[config.mk]
export PLATFORM = sky130hd
export DESIGN_NAME = sram_port_arbiter
export DESIGN_NICKNAME = d
export VERILOG_FILES = /design/src/rtl/sram_arb_pkg.sv /design/src/rtl/sram_port_arbiter_rr_arb2.sv /design/src/rtl/sram_port_arbiter.sv
export SDC_FILE = /design/constraint.sdc
export NUM_CORES = 1
export LEC_CHECK = 0
export BUFFER_PORTS_ARGS = -buffer_cell sky130_fd_sc_hd__buf_2
export CAP_MARGIN = 20
export CORE_AREA = 5 5 100 102
export DETAILED_ROUTE_END_ITERATION = 16
export DIE_AREA = 0 0 105 107
export HOLD_SLACK_MARGIN = 0.03
export SETUP_SLACK_MARGIN = 0.2
export SLEW_MARGIN = 20
export SYNTH_ARGS = -nofsm -noshare
export SYNTH_HDL_FRONTEND = slang
export SYNTH_SLANG_ARGS = --single-unit
[constraint.sdc]
create_clock -name clock -period 3 [get_ports clock]
set_clock_uncertainty 0.15 [all_clocks]
set_input_delay 0.6 -clock clock [delete_from_list [all_inputs] [get_ports clock]]
set_output_delay 0.6 -clock clock [all_outputs]
set_load 0.01 [all_outputs]
[src/rtl/sram_arb_pkg.sv]
// Shared types and defaults for the two-port SRAM arbiter.
// Widths match the SRAM1RW256x46 macro.
package sram_arb_pkg;

  localparam int SRAM_ADDR_W = 8;
  localparam int SRAM_DATA_W = 46;

  typedef enum logic {
    INIT,
    RUN
  } state_e;

  typedef logic port_id_t;

  typedef struct packed {
    logic                   we;
    logic [SRAM_ADDR_W-1:0] addr;
    logic [SRAM_DATA_W-1:0] wdata;
  } req_t;

endpackage

[src/rtl/sram_port_arbiter_rr_arb2.sv]
// rr_arb2: two-way round-robin arbiter.
// Ports: clock, reset_n, valid[1:0], accept in; grant[1:0] out.
module rr_arb2
  import sram_arb_pkg::*;
(
  input  logic       clock,
  input  logic       reset_n,
  input  logic [1:0] valid,
  input  logic       accept,
  output logic [1:0] grant
);

  // Resets to 1 so port 0 wins the first tie.
  port_id_t last_grant;

  always_comb begin
    grant = valid;
    if (&valid) begin
      grant = last_grant ? 2'b01 : 2'b10;
    end
  end

  always_ff @(posedge clock or negedge reset_n) begin
    if (!reset_n) begin
      last_grant <= 1'b1;
    end else if (accept) begin
      last_grant <= grant[1];
    end
  end

endmodule

[src/rtl/sram_port_arbiter.sv]
// Shares one single-port SRAM macro between two requesters.
// Ports: clock, reset_n; req0_*/req1_* valid/ready/we/addr/wdata;
//   rsp_valid/rsp_id/rsp_data read return; busy during init;
//   sram_csb/web/oeb (active-low), sram_a, sram_i, sram_o to the macro.
// Optional macro SRAM_INIT_EN: zero-fill the macro after reset.
module sram_port_arbiter
  import sram_arb_pkg::*;
#(
  parameter int ADDR_W = SRAM_ADDR_W,
  parameter int DATA_W = SRAM_DATA_W
) (
  input  logic              clock,
  input  logic              reset_n,
  input  logic              req0_valid,
  output logic              req0_ready,
  input  logic              req0_we,
  input  logic [ADDR_W-1:0] req0_addr,
  input  logic [DATA_W-1:0] req0_wdata,
  input  logic              req1_valid,
  output logic              req1_ready,
  input  logic              req1_we,
  input  logic [ADDR_W-1:0] req1_addr,
  input  logic [DATA_W-1:0] req1_wdata,
  output logic              rsp_valid,
  output logic              rsp_id,
  output logic [DATA_W-1:0] rsp_data,
  output logic              busy,
  output logic              sram_csb,
  output logic              sram_web,
  output logic              sram_oeb,
  output logic [ADDR_W-1:0] sram_a,
  output logic [DATA_W-1:0] sram_i,
  input  logic [DATA_W-1:0] sram_o
);

  logic run;
  logic init;
  logic [1:0] grant;
  logic accept;
  port_id_t sel;
  logic sel_we;
  logic [ADDR_W-1:0] sel_addr;
  logic [DATA_W-1:0] sel_wdata;

`ifdef SRAM_INIT_EN
  state_e state_q;
  state_e state_d;
  logic [ADDR_W-1:0] cnt_q;

  always_ff @(posedge clock or negedge reset_n) begin
    if (!reset_n) begin
      state_q <= INIT;
      cnt_q   <= '0;
    end else begin
      state_q <= state_d;
      if (state_q == INIT) begin
        cnt_q <= cnt_q + 1'b1;
      end
    end
  end

  always_comb begin
    state_d = state_q;
    unique case (state_q)
      INIT: if (&cnt_q) state_d = RUN;
      RUN:  state_d = RUN;
      default: state_d = INIT;
    endcase
  end

  // Gate with reset_n so the macro is released the
  // instant reset asserts, not at the next edge.
  assign run  = reset_n & (state_q == RUN);
  assign init = reset_n & (state_q == INIT);
  assign busy = (state_q == INIT);
`else
  assign run  = reset_n;
  assign init = 1'b0;
  assign busy = 1'b0;
`endif

  rr_arb2 u_arb (
    .clock   (clock),
    .reset_n (reset_n),
    .valid   ({req1_valid, req0_valid} & {2{run}}),
    .accept  (accept),
    .grant   (grant)
  );

  // Grant only ever covers valid ports, so any grant is an accept.
  assign accept     = |grant;
  assign req0_ready = grant[0];
  assign req1_ready = grant[1];

  assign sel       = grant[1];
  assign sel_we    = sel ? req1_we    : req0_we;
  assign sel_addr  = sel ? req1_addr  : req0_addr;
  assign sel_wdata = sel ? req1_wdata : req0_wdata;

  always_comb begin
    sram_csb = 1'b1;
    sram_web = 1'b1;
    sram_oeb = 1'b1;
    sram_a   = sel_addr;
    sram_i   = sel_wdata;
`ifdef SRAM_INIT_EN
    if (init) begin
      sram_csb = 1'b0;
      sram_web = 1'b0;
      sram_a   = cnt_q;
      sram_i   = '0;
    end else
`endif
    if (accept) begin
      sram_csb = 1'b0;
      sram_web = ~sel_we;
      sram_oeb = sel_we;
    end
  end

  always_ff @(posedge clock or negedge reset_n) begin
    if (!reset_n) begin
      rsp_valid <= 1'b0;
      rsp_id    <= 1'b0;
    end else begin
      rsp_valid <= accept & ~sel_we;
      if (accept & ~sel_we) begin
        rsp_id <= sel;
      end
    end
  end

  // Macro output register already holds the data in cycle k+1.
  assign rsp_data = sram_o;

endmodule

# Yosys cells after proc, flatten, opt, wreduce, memory -nomap -nowiden
# Index checks and enable logic that the tools add are counted.
[word_totals]
ram_bits = 0
rom_bits = 0
output_inout_bits = 108
latchBits = 0
word_cells = 16
ff_bits = 3
input_bits = 160
n_memories = 0
[classes]
div_mod_pow = 0
n_addsub = 0
n_bitwise = 3
eq_ne = 0
n_shift = 0
n_reduce_logical = 2
n_mux = 8
multipliers = 0
magnitude_cmp = 0
[ops]
columns = ["cell", "n"]
rows = [
  ["$mux 46", 1],
  ["$mux 8", 1],
  ["$mux 1", 4],
  ["$mux 2", 2],
  ["$and 2x2->2", 1],
  ["$reduce_and 2->1", 1],
  ["$reduce_or 2->1", 1],
  ["$and 1x1->1", 1],
  ["$not 1->1", 1],
]

# Logic depth before layout (Yosys ltp)
[depth]
depth_word = 6
mapped_depth = 5
mapped_depth_nobuf = 3

# Hierarchy
# A second synthesis with hierarchy kept.
[hier_totals]
hier_cells = 128
hier_area_um2 = 1253.7
[modules_own_cells]
columns = ["module", "instances", "cells_per_inst", "area_each_um2", "seq_area_each_um2"]
rows = [
  ["sram_port_arbiter", 1, 123, 1189.9, 50.0],
  ["rr_arb2", 1, 5, 63.8, 26.3],
]

# Worst setup path before layout
# OpenSTA, ideal clock, no wires.
[synth_path]
kind = "input-to-output"
startpoint = "input port req0_valid"
endpoint = "output port sram_i[18]"
path_buffers = 2
stages = 5
t_required_ns = 2.250
arrival_ns = 1.390
path_slack_ns = 0.860
cell_sequence = "nand2_1 -> nand3_2 -> buf_6 -> buf_6 -> mux2_4"
[synth_between]
elab_chain_cells = 4
[synth_rtl]
columns = ["item", "line_no", "source"]
rows = [
  ["from (decl)", "sram_port_arbiter.sv:14", "input logic req0_valid,"],
  ["$and 2x2->2", "sram_port_arbiter.sv:85", ".valid ({req1_valid, req0_valid} & {2{run}}),"],
  ["$reduce_and 2->1", "sram_port_arbiter_rr_arb2.sv:18", "if (&valid) begin"],
  ["$mux 2", "sram_port_arbiter_rr_arb2.sv:18", ""],
  ["$mux 46", "sram_port_arbiter.sv:98", "assign sel_wdata = sel ? req1_wdata : req0_wdata;"],
  ["to (decl)", "sram_port_arbiter.sv:32", "output logic [DATA_W-1:0] sram_i,"],
]
# Every way passes these cells.

# Worst setup path after layout
[layout_path]
startpoint = "register u_arb.last_grant"
endpoint = "output port sram_i[6]"
[layout_between]
elab_chain_cells = 3
[layout_rtl]
columns = ["item", "line_no", "source"]
rows = [
  ["from (decl)", "sram_port_arbiter_rr_arb2.sv:14", "port_id_t last_grant;"],
  ["from (signal assigned)", "sram_port_arbiter_rr_arb2.sv:27", "last_grant <= grant[1];"],
  ["$mux 2", "sram_port_arbiter_rr_arb2.sv:19", "grant = last_grant ? 2'b01 : 2'b10;"],
  ["$mux 2", "sram_port_arbiter_rr_arb2.sv:18", ""],
  ["$mux 46", "sram_port_arbiter.sv:98", ""],
]
# Every way passes these cells.

==> flow_results.org <==
** Status
- Run status :: complete, no violations

** Finish
- Count of fill cells added during filler insertion :: 992
- For this run, the number of standard cells in the final layout without fillers is 367.
- Cells fill 22.0% of the core in the end.
- The post-route netlist has 92.2% of its cells at a drive strength greater than 1.
- Number of diodes :: 0
- The net count of the finished layout is 417.
- The area growth from synthesis to layout is 52.5%.

** CTS
- TritonCTS built the clock tree.
- Number of buffers added for setup after CTS :: 0
- Level count of the clock H-tree :: 1
- The clock passes through at most 2 buffers.
- Resized cells post-CTS :: 0
- The cell sitting at the root of the clock tree is a clkbuf_8.
- TritonCTS Sinks :: 3
- Clock-pin transition on the worst setup and hold timing paths :: 0.03 ns
- CTS Hold Buffers Added :: 0
- Clock buffers created by TritonCTS :: 3
- The clock reaches the later pin of the worst-skew pair after 0.21 ns.

** Floorplan
- The floorplan has 35 rows.
- Area of the die :: 11200 um2
- Die Span X :: 105 um
- Pin placement for this block handled 268 I/O pins.
- Initial Utilization :: 14.4%
- The core region is 9020 um2.
- Chip height :: 107 um

** GRT
- The initial antenna violation count came to 0.
- Across every metal layer, demand over resource in global routing totals 6.74%.
- In the global route stage, met1 resource usage came out at 7.24%.
- The via count of the first global-routing pass came to 1371.
- The layer flagged by global routing as most heavily used is met2.
- Global-route wire length before repair :: 6300 um
- GRT overflow :: 0
- Entering global routing, the biggest net connects 33 pins.
- In the global route stage, met3 resource usage came out at 3.55%.
- For this run, global-route usage on met2 was measured as 11.1%.

** Synth
- When the netlist entered floorplanning its net count stood at 289.
- Cell area after synthesis :: 1300 um2
- Area share of the largest cell type after synthesis :: 31.2%
- Leading cell types by total area after synthesis :: mux2_4, buf_4, mux2_2
- Per-instance average area after synthesis :: 10.1 um2
- Number of library cell types mapped by synthesis :: 21
- Warnings from Yosys :: 0
- Portion of the post-synthesis area used by sequential elements :: 5.88%
- In this run, synthesis produced a sequential element count of 3.
- Cell count after synthesis :: 129
- The biggest area contributor in the post-synthesis netlist is mux2_4.

** Place
- Placed Cells :: 363
- Gp weighted congestion :: 0.694
- Number of buffers inserted by port buffering :: 174
- Summed over all nets, the half-perimeter wirelength after detailed placement is 4070 um.

** Setup path
- Number of stages on the worst setup path :: 5
- Among all stages on the critical path, the largest delay is contributed by dfstp_2.
- In this design, the largest share of critical-path delay is due to flip-flops.
- Setup Crit Path Kind :: register to primary output
- CP required :: 2.25 ns
- Worst path cell trace :: nand2_1 -> nand3_4 -> buf_4 -> mux2_2 -> buf_2
- Data arrives at the worst endpoint at 1.81 ns.
- The number of cells on the worst reg-to-reg path is 4.
- Type of element launching the critical path :: register
- Worst Path Buf+Inv :: 2
- Top fanout value on the critical path :: 25
- Maximum single-stage delay on the critical path :: 0.54 ns
- Sort of element at the end of the critical path :: primary output

** Detailed routing
- For this block, the initial DRC count from the detailed router was 38.
- Average wire per cell in the routed design :: 12.1 um
- Before antenna repair, the detailed router went through 3 iterations.
- The count of nets left with antenna violations once routing finished came out at 0.
- Routed wire length :: 4450 um
- DR vias/cell :: 3.82
- In the routed design, unresolved DRC markers number 0.
- Vias after detailed routing :: 1402

** STA
- Fin crit share :: 85.5%
- The worst path in the final design needs a cycle of 2.56 ns, including I/O delays and setup.
- Setup repair after global routing left no endpoint under its margin.
- Setup_tns :: 0 ns
- The final hold violation count was 0.
- Final setup violation count :: 0
- Highest clock frequency the design can meet :: 390 MHz
- Final slew viol count :: 0

** Power and ir drop
- In this run the power density over the cells is 240 nW/um2.
- Maximum vdd ir drop :: 0.0853 mV
- Summed over all cells, the static leakage comes to 0.00117 uW.

** Worst hold path
- Path class of the lowest-slack min-delay path :: input pin to async pin

** Run
- Max-cap violations in this run came to 0.
[worst register-to-register path, delay by kind of cell (launching register included)]
kind	cells	cell delay (ns)
simple gates	2	0.23
buf+inv	1	0.31
flops	1	0.54
compound gates	1	0.13
[layout by cell type (no fill, tap or decap), drive strengths merged]
cell | Yosys | layout
conb | 1 | 1
nor2 | 1 | 1
buf | 53 | 176
a31o | 1 | 1
dfrtp | 2 | 2
o21a | 1 | 1
o21ai | 2 | 2
nand2 | 2 | 2
inv | 4 | 4
o31ai | 1 | 1
and3 | 1 | 1
nand3 | 2 | 2
dfstp | 1 | 1
nor2b | 1 | 1
mux2 | 54 | 54
nand4 | 1 | 1
clkbuf | 0 | 4
a21o | 1 | 1
[flip-flops by register name (all words and copies together) (netlist names)]
signal / flops
u_arb.last_grant: 1
rsp_id: 1
rsp_valid: 1
[where the power goes]
part	switching (uW)	internal [uW]	leakage, uW
clock network	25.1	90.5	0.0000228
logic	126	181	0.00112
registers	3.21	47.7	0.0000351
[cells in the mapped netlist]
master and number:
a21o_1 1, a31o_2 1, and3_1 1, buf_2 2, buf_4 47, buf_6 4, conb_1 1, dfrtp_1 2
dfstp_2 1, inv_1 4, mux2_2 27, mux2_4 27, nand2_1 2, nand3_1 1, nand3_2 1, nand4_1 1
nor2_1 1, nor2b_1 1, o21a_1 1, o21ai_0 2, o31ai_1 1
[per-layer routing]
| metal | part of all wire (%) | wire [um] |
|---|---|---|
| met3 | 18 | 803 |
| met1 | 34 | 1520 |
| met4 | 2.0 | 91 |
| met5 | 0 | 0 |
| met2 | 46 | 2040 |
[cell families (layout without fill, tap and decap cells)]
group,Yosys count,after routing,synth area share (%)
buf+inv,57,184,32.6
mux,54,54,54.6
simple gates,8,8,3.47
compound gates,6,6,3.18
flops,3,3,5.88
other cells,1,1,0.289
[per-stage QoR]
stage | power, uW | hold WS, ns | instance area (um2) | setup WS (ns)
finish | 474 | 0.0714 | 1980 | 0.435
global placement | 361 | 0.292 | 1940 | 0.500
CTS | 485 | 0.0653 | 1980 | 0.414
detailed placement | 363 | 0.294 | 1940 | 0.478
global route | 509 | 0.0739 | 1980 | 0.364
floorplan | 281 | 0.154 | 1300 | 0.860
[layout make-up]
class                      instances  area, um2  area share, %
timing repair buffer             176        898           45.4
multi-input combinational         69        807           40.7
tap                              111        139           7.01
sequential                         3       76.3           3.85
clock buffer                       4       45.0           2.27
inverter                           4       15.0          0.758
[worst paths after layout]
| check | from | slack [ns] | end |
|---|---|---|---|
| worst max-delay path | u_arb.last_grant | 0.44 | sram_i[6] |
| worst min-delay path | reset_n | 0.07 | rsp_id |
| worst max register to register | u_arb.last_grant | 1.51 | rsp_id |
| worst min register to register | u_arb.last_grant | 0.35 | u_arb.last_grant |
| max in group asynchronous | reset_n | 2.39 | u_arb.last_grant |
| min in group clock | u_arb.last_grant | 0.35 | u_arb.last_grant |
(Power assumes the default switching activity.)
